[config.mk]
export PLATFORM = sky130hd
export DESIGN_NAME = muldiv_unit
export DESIGN_NICKNAME = d
export VERILOG_FILES = /design/src/rtl/muldiv_unit.sv
export SDC_FILE = /design/constraint.sdc
export NUM_CORES = 1
export LEC_CHECK = 0
export BUFFER_PORTS_ARGS = -buffer_cell sky130_fd_sc_hd__clkbuf_2
export CORE_MARGIN = 5
export CORE_UTILIZATION = 57
export CTS_CLUSTER_DIAMETER = 150
export CTS_CLUSTER_SIZE = 30
export DETAILED_ROUTE_END_ITERATION = 8
export PLACE_DENSITY = 0.75
export SYNTH_ARGS = -nofsm -noshare
export SYNTH_HDL_FRONTEND = slang
export SYNTH_SLANG_ARGS = --single-unit
[constraint.sdc]
create_clock -name clk -period 5 [get_ports clk]
set_input_delay 1 -clock clk [delete_from_list [all_inputs] [get_ports clk]]
set_output_delay 1 -clock clk [all_outputs]
set_load 0.005 [all_outputs]
[src/rtl/muldiv_unit.sv]
// Multi-cycle RV32M multiply/divide unit.
// One operation is in flight at a time. Multiplies use iterative shift-add and
// divides use restoring division, one step per cycle, on operand magnitudes.
// The result sign is applied on the final step. Divide-by-zero and signed
// overflow finish in one cycle, and so do multiplies when FAST_MUL=1.
module muldiv_unit #(
  parameter int XLEN     = 32,
  parameter int TAG_W    = 5,
  parameter int FAST_MUL = 0
) (
  input  logic             clk,
  input  logic             rst,
  input  logic             in_valid,
  output logic             in_ready,
  input  logic [2:0]       in_op,
  input  logic [XLEN-1:0]  in_a,
  input  logic [XLEN-1:0]  in_b,
  input  logic [TAG_W-1:0] in_tag,
  input  logic             flush,
  output logic             out_valid,
  input  logic             out_ready,
  output logic [XLEN-1:0]  out_result,
  output logic [TAG_W-1:0] out_tag,
  output logic             out_zero
);

  localparam int              CW       = $clog2(XLEN);
  localparam logic [CW-1:0]   CNT_INIT = CW'(XLEN - 1);
  localparam logic [XLEN-1:0] MIN_NEG  = {1'b1, {(XLEN-1){1'b0}}};

  typedef enum logic [1:0] {S_IDLE, S_CALC, S_DONE} state_t;

  state_t            state, state_nxt;
  logic [CW-1:0]     counter;
  logic [2*XLEN-1:0] acc;       // mul: {partial high, multiplier}; div: {remainder, quotient}
  logic [XLEN-1:0]   dvsr;      // multiplicand or divisor magnitude
  logic [2:0]        op_q;
  logic              neg_main;  // negate product / quotient
  logic              neg_rem;   // negate remainder (sign of dividend)

  logic              accept, in_special, in_fast, in_quick, sa_in, sb_in;
  logic [XLEN-1:0]   quick_res, quo, rem, fin_res;
  logic [2*XLEN-1:0] acc_step, prod;

  function automatic logic a_signed(input logic [2:0] op);
    return (op == 3'b001) || (op == 3'b010) || (op == 3'b100) || (op == 3'b110);
  endfunction

  function automatic logic b_signed(input logic [2:0] op);
    return (op == 3'b001) || (op == 3'b100) || (op == 3'b110);
  endfunction

  function automatic logic [XLEN-1:0] cond_neg(input logic [XLEN-1:0] v, input logic neg);
    return neg ? -v : v;
  endfunction

  function automatic logic [2*XLEN-1:0] cond_neg_w(input logic [2*XLEN-1:0] v, input logic neg);
    return neg ? -v : v;
  endfunction

  function automatic logic [XLEN-1:0] special_div(input logic [2:0] op,
                                                   input logic [XLEN-1:0] a,
                                                   input logic [XLEN-1:0] b);
    if (b == '0) return op[1] ? a : '1;
    return op[1] ? '0 : a;
  endfunction

  function automatic logic [XLEN-1:0] fast_mul(input logic [2:0] op,
                                                input logic [XLEN-1:0] a,
                                                input logic [XLEN-1:0] b);
    logic signed [2*XLEN-1:0] ea, eb, p;
    ea = a_signed(op) ? {{XLEN{a[XLEN-1]}}, a} : {{XLEN{1'b0}}, a};
    eb = b_signed(op) ? {{XLEN{b[XLEN-1]}}, b} : {{XLEN{1'b0}}, b};
    p  = ea * eb;
    return (op == 3'b000) ? p[XLEN-1:0] : p[2*XLEN-1:XLEN];
  endfunction

  function automatic logic [2*XLEN-1:0] mul_step(input logic [2*XLEN-1:0] a,
                                                  input logic [XLEN-1:0] m);
    logic [XLEN:0] addend, sum;
    addend = a[0] ? {1'b0, m} : '0;
    sum    = {1'b0, a[2*XLEN-1:XLEN]} + addend;
    return {sum, a[XLEN-1:1]};
  endfunction

  function automatic logic [2*XLEN-1:0] div_step(input logic [2*XLEN-1:0] a,
                                                  input logic [XLEN-1:0] d);
    logic [XLEN:0] rsh, diff;
    rsh  = a[2*XLEN-1:XLEN-1];
    diff = rsh - {1'b0, d};
    if (!diff[XLEN]) return {diff[XLEN-1:0], a[XLEN-2:0], 1'b1};
    return {rsh[XLEN-1:0], a[XLEN-2:0], 1'b0};
  endfunction

  assign accept     = in_valid && in_ready && !flush;
  assign in_special = in_op[2] && ((in_b == '0) ||
                      (!in_op[0] && (in_a == MIN_NEG) && (in_b == '1)));
  assign in_fast    = (FAST_MUL != 0) && !in_op[2];
  assign in_quick   = in_special || in_fast;
  assign quick_res  = in_special ? special_div(in_op, in_a, in_b) : fast_mul(in_op, in_a, in_b);
  assign sa_in      = a_signed(in_op) && in_a[XLEN-1];
  assign sb_in      = b_signed(in_op) && in_b[XLEN-1];

  assign acc_step = op_q[2] ? div_step(acc, dvsr) : mul_step(acc, dvsr);
  assign prod     = cond_neg_w(acc_step, neg_main);
  assign quo      = cond_neg(acc_step[XLEN-1:0], neg_main);
  assign rem      = cond_neg(acc_step[2*XLEN-1:XLEN], neg_rem);
  assign fin_res  = op_q[2] ? (op_q[1] ? rem : quo)
                            : ((op_q == 3'b000) ? prod[XLEN-1:0] : prod[2*XLEN-1:XLEN]);
  assign out_zero = (out_result == '0);

  // State register
  always_ff @(posedge clk or posedge rst) begin
    if (rst) state <= S_IDLE;
    else     state <= state_nxt;
  end

  // Next-state logic; flush wins over accept and out_ready
  always_comb begin
    state_nxt = state;
    if (flush) begin
      state_nxt = S_IDLE;
    end else begin
      case (state)
        S_IDLE:  if (accept) state_nxt = in_quick ? S_DONE : S_CALC;
        S_CALC:  if (counter == '0) state_nxt = S_DONE;
        S_DONE:  if (out_ready) state_nxt = S_IDLE;
        default: state_nxt = S_IDLE;
      endcase
    end
  end

  // Handshake outputs decoded from state
  always_comb begin
    in_ready  = (state == S_IDLE);
    out_valid = (state == S_DONE);
  end

  // Step counter: XLEN steps, counting XLEN-1 down to 0
  always_ff @(posedge clk or posedge rst) begin
    if (rst)                             counter <= '0;
    else if (flush)                      counter <= '0;
    else if (accept && !in_quick)        counter <= CNT_INIT;
    else if (state == S_CALC && counter != '0) counter <= counter - CW'(1);
  end

  // Operand magnitudes latched on accept, then one iteration per CALC cycle
  always_ff @(posedge clk) begin
    if (accept) begin
      acc      <= {{XLEN{1'b0}}, cond_neg(in_a, sa_in)};
      dvsr     <= cond_neg(in_b, sb_in);
      op_q     <= in_op;
      neg_main <= sa_in ^ sb_in;
      neg_rem  <= sa_in;
    end else if (state == S_CALC) begin
      acc <= acc_step;
    end
  end

  // Result and tag registers, held stable through DONE
  always_ff @(posedge clk or posedge rst) begin
    if (rst) begin
      out_result <= '0;
      out_tag    <= '0;
    end else if (accept) begin
      out_tag <= in_tag;
      if (in_quick) out_result <= quick_res;
    end else if (state == S_CALC && counter == '0 && !flush) begin
      out_result <= fin_res;
    end
  end

endmodule
**Word-level counts from Yosys, hierarchy flattened**

Cells that the tools add are included.

- Bits in registers: 145
- Bits in latches: 0
- Bits in writable memories: 0
- ROM bits: 0
- Input bits: 77
- Output and inout port bits: 40
- Word-level logic and storage cells: 92
- Memories kept: 0

- Add/sub/neg operators: 8
- Multiply operators: 0
- Div/mod/pow operators: 0
- Order comparisons: 0
- Eq/ne operators: 12
- Shifts and indexed selects: 0
- Muxes and demuxes: 30
- Bitwise logic cells: 1
- Reduce and logical (&&, ||, !) cells: 31

Operators with widths:

| operator | number |
|---|---|
| $mux W32 | 17 |
| $mux W64 | 3 |
| $neg A32 Y32 | 4 |
| $eq A32 B32 Y1 const B | 2 |
| $logic_not A32 Y1 | 2 |
| $neg A64 Y64 | 1 |
| $add A32 B32 Y33 | 1 |
| $sub A33 B32 Y33 | 1 |
| $mux W5 | 3 |
| $logic_and A1 B1 Y1 | 11 |
| $mux W2 | 5 |
| $eq A3 B3 Y1 const B | 2 |
| $logic_or A1 B1 Y1 | 6 |
| $ne A3 B2 Y1 const B | 2 |
| $pmux W2 S3 | 1 |
| $logic_not A5 Y1 | 1 |
| $reduce_bool A5 Y1 | 1 |
| $sub A5 B1 Y5 const B | 1 |
| $reduce_bool A2 Y1 | 2 |
| $eq A3 B1 Y1 const B | 1 |
| $eq A3 B2 Y1 const B | 1 |
| $logic_not A1 Y1 | 3 |
| $logic_not A3 Y1 | 1 |
| $ne A3 B1 Y1 const B | 1 |
| other kinds (9) | 9 |

**Logic depth before layout (Yosys ltp)**

- Depth in word-level cells: 9
- Mapped depth: 28
- Gate-level depth less buffers: 25

**Worst setup path before layout**

Ideal clock, no wire load.

- Path kind: register to register
- Start point: register acc[31]
- End point: register out_result[30]
- Setup time: 84 ps
- Arrival time: 5352 ps
- Required time: 4916 ps
- Setup slack: -436 ps
- Stages on the path, launching flop included: 27
- Buffers on the path: 2
- Clock period less this slack: 5436 ps
- Cells stage by stage: edfxtp_1 > inv_1 > ha_1 > fa_1 > nand2b_1 > a21o_1 > a21oi_2 > o311ai_4 > a21oi_2 > nor2_1 > buf_4 > clkbuf_1 > a21oi_1 > a21oi_1 > inv_1 > ha_1 > inv_1 > nor4b_1 > nand2_1 > mux2_2 > a32oi_2 > nand4b_4 > or3_1 > o31ai_2 > xor2_1 > o221ai_1 > a41oi_2

- Longest elaborated chain between the ends: 9
- Elaborated cells between the ends (all ways): 14
- Classes of those cells: add/sub: 4; mux: 10

Ends and longest elaborated chain:

| item | RTL line | text |
|---|---|---|
| start: declaration | 35 | `logic [2*XLEN-1:0] acc;` |
| start signal: assignment | 150 | `acc <= {{XLEN{1'b0}}, cond_neg(in_a, sa_in)};` |
| start signal: assignment | 156 | `acc <= acc_step;` |
| $sub A33 B32 Y33 | 90 | `diff = rsh - {1'b0, d};` |
| $mux W64 | 92 | `return {rsh[XLEN-1:0], a[XLEN-2:0], 1'b0};` |
| $mux W64 * | 104 | `assign acc_step = op_q[2] ? div_step(acc, dvsr) : mul_step(acc, dvsr);` |
| $neg A64 Y64 or $neg A32 Y32 (tied branches) | 58, 54 |  |
| $mux W64 or $mux W32 (tied branches) | 58, 54 |  |
| $mux W32 (on tied branches) | 109, 108 |  |
| $mux W32 * | 108 | `assign fin_res = op_q[2] ? (op_q[1] ? rem : quo)` |
| $mux W32 * | 168 | `end else if (state == S_CALC && counter == '0 && !flush) begin` |
| $mux W32 * | 165 | `end else if (accept) begin` |
| end signal: assignment | 167 | `if (in_quick) out_result <= quick_res;` |
| end signal: assignment | 169 | `out_result <= fin_res;` |
| end: declaration | 22 | `output logic [XLEN-1:0] out_result,` |

Every way passes the cells marked *; elsewhere a longest branch is shown, timed or not. The select of a mux whose other input is x is not followed.
A chain may end at the register's enable or synchronous reset.

**Worst setup path after layout**

- Start point: register acc[31]
- End point: register out_result[20]

Same word-level chain as after synthesis.

==> metrics.txt <==
Max-Cap Viols 0; WL/cell 26.1 µm; gate count of the mapped netlist 2161; status finished, violations left; routability cong. 1.05; number of flops mapped to enable cells by yosys 69; Layout Nets 2568; Post-synth top flop edfxtp_1; drt pass-1 iters 7; Die Width 180 µm; PnR worst setup slack -0.0494 ns; Final Hold Slack 0.484 ns; Clock Pin Slew Worst Setup and Hold Paths 0.07 ns; CP endpoint kind register; DP Wirelength 56600 µm; Warnings, synthesis 0; Seq/Total Area, Yosys 23.2%; Reg-to-Reg Start acc[31]; diode count 0; Layout Skew 0.0117 ns; Vias per Instance 6.97; CTS tree done; total die area 0.0324 mm²; Clock Latency Late Sink 0.45 ns; number of distinct library cells after synthesis 106; critical path startpoint category register; critical path class reg2reg; Fin. Hold Viols 0; final period demand of the worst path 5.05 ns; drt drc 0; port bufs 116; global-route wire length before repair 108000 µm; Synth area leader edfxtp_1; Synth Area per Inst 7.62 µm²; most common cell after layout, fill and taps aside buf_4; Max Root-Sink Buffers 2; pin count of the biggest net entering global routing 88; I/O pin total 117; Mapped Area 0.0165 mm²; CP required 5.37 ns; Total Power Consumption 0.0118 W; clock root buffer clkbuf_16; number of global-route vias before repair 18100; H-tree Lvls 4; top-area cell type share of the netlist area 12.6%; CTS Buf Count 17; failing checks setup timing; initial antenna violation count 3; grt ovf 0; Detail Route Antenna Nets 0; Syn-to-layout area delta 21.0%; FMAX 198 MHz; CP arrival 5.42 ns; Slew headroom 18.8%; Via Count 19600; Die Y 180 µm; PwrDens 594 mW/mm²; Starting Density 57.5%; asr flop ratio synth 30.3%; final-report setup violation count 7; worst slew pin tran 1.22 ns; initial DRC count 3265; hold wc startpoint out_tag[2]; Core ar. 0.0286 mm²; CTS sink count 145; Total GRT Usage 42.4%; Max VDD drop 0.000275 V; synthesized flop and latch total 145; share of cells above drive strength 1 21.1%; Area contributors post-synth edfxtp_1 13%, dfrtp_1 6.7%, a21oi_1 5.8%, ha_1 5.4%, xnor2_1 5.3%; leakage 8.46 nW; period utilisation layout 101%; setup TNS -0.141 ns; Setup WS pre-CTS -0.168 ns; row cnt 62; syn nets 2311; commonest cells after routing, fill and taps aside 227 x buf_4, 206 x nor2_1, 203 x nand2_1; RSZ-0062 raised after global routing yes; Routed WL 73500 µm; Worst Hold Class reg2reg; CP Launch Point acc[31]; Slew Limit Fails 0; Max FO, Critical Path 5
-- per-stage QoR --
stage / instances / instance area (µm²) / utilization [%]
final: 2815 / 19900 / 69.6
after global routing: 2815 / 19900 / 69.6
after CTS: 2796 / 19500 / 68.0
after detailed placement: 2763 / 18800 / 65.8
after global placement: 2763 / 18800 / 65.8
after floorplan: 2161 / 16600 / -
-- cell usage after synthesis (10+ instances only) --
master    instances
a211oi_1         32
o21a_1           10
nand4_1          31
ha_1             71
mux2i_1          40
nor2b_1          16
o41ai_1          11
nor4_1           26
a21oi_1         191
clkbuf_1         77
and4_1           11
nand3_1          41
o22ai_1          12
nor2_1          212
nor3_1           76
edfxtp_1         69
o21ai_1          10
dfxtp_1          32
dfrtp_1          44
xnor2_1         100
nand2b_1         17
a31oi_1          38
a21o_1           33
a22o_1           17
o31ai_1          31
o21ai_0         151
inv_1            76
nand2_1         205
and2_1           42
and3_1           28
mux2_2           11
xor2_1           80
o211ai_1         24
maj3_1           18
or3_1            30
buf_1            11
buf_2            22
-- critical path: stages, from the launching register on --
cell      delay [ns]
edfxtp_1        0.41
inv_1           0.08
ha_2            0.18
fa_2            0.21
nand2b_4        0.13
a21o_1          0.17
a21oi_2         0.08
buf_4           0.14
o311ai_4        0.33
a21oi_2         0.14
nor2_4          0.20
nor2_2          0.05
a21oi_2         0.12
a21oi_2         0.08
inv_2           0.10
ha_4            0.13
inv_2           0.05
nor4b_4         0.29
nand2_1         0.09
mux2_4          0.29
a32oi_4         0.36
buf_6           0.15
nand3b_1        0.09
or2_4           0.30
o31ai_2         0.28
xnor2_1         0.17
o221ai_1        0.15
a31oi_1         0.19
-- per-layer routing --
| metal | GRT usage, % | up-vias | wire length [µm] |
|---|---|---|---|
| met5 | 0 | - | 13 |
| met2 | 61.2 | 1551 | 29800 |
| met3 | 16.8 | 267 | 11300 |
| met1 | 56.9 | 9211 | 28700 |
| li1 | - | 8590 | - |
| met4 | 16.8 | 2 | 3720 |
-- logic make-up (layout without fill, tap and decap cells) --
group	count (synthesis)	in the layout	share of synthesized area, %
xor+xnor	180	180	9.57
fa+ha+maj	91	91	6.73
flops	145	145	23.2
mux	51	51	3.18
buf+inv	193	463	4.66
compound gates	707	707	28.8
simple gates	794	794	23.9
-- cell type report --
cell class	count	area (µm²)
clock buffer	21	483
clock inverter	11	120
fill	2377	8700
inverter	80	300
multi-input combinational	1823	12300
sequential	145	3810
tap	384	480
timing repair buffer	351	2410
-- flip-flops by register name (all words and copies together) (netlist names) --
signal	flops
acc	64
dvsr	32
out_result	32
counter	5
out_tag	5
op_q	3
state	2
neg_main	1
neg_rem	1
-- report_power, final --
group | leakage, nW | internal, W | switching [W] | total (W)
Sequential | 1.45 | 0.00166 | 0.000417 | 0.00208
Combinational | 6.72 | 0.00320 | 0.00514 | 0.00835
Clock | 0.299 | 0.000797 | 0.000606 | 0.00140
-- final timing paths --
path                                  end  slack [ns]  depth (start not counted)
max                        out_result[20]       -0.05                         27
min reg2reg                    out_tag[2]        0.48                          2
max reg2reg                out_result[20]       -0.05                         27
min                            out_tag[2]        0.48                          2
min in group asynchronous  out_result[29]        0.77                          2
max in group asynchronous      counter[0]        3.54                          2
-- repair_timing --
| item | 4_1_cts | 5_1_grt |
|---|---|---|
| pin swaps | 3 | 39 |
| hold buffers | 0 | 0 |
| resized for setup | 8 | 64 |
| gates cloned | 0 | 1 |
| setup endpoints to repair | 13 | 23 |
| setup buffers | 1 | 18 |
Power figures use the tool's default switching activity.
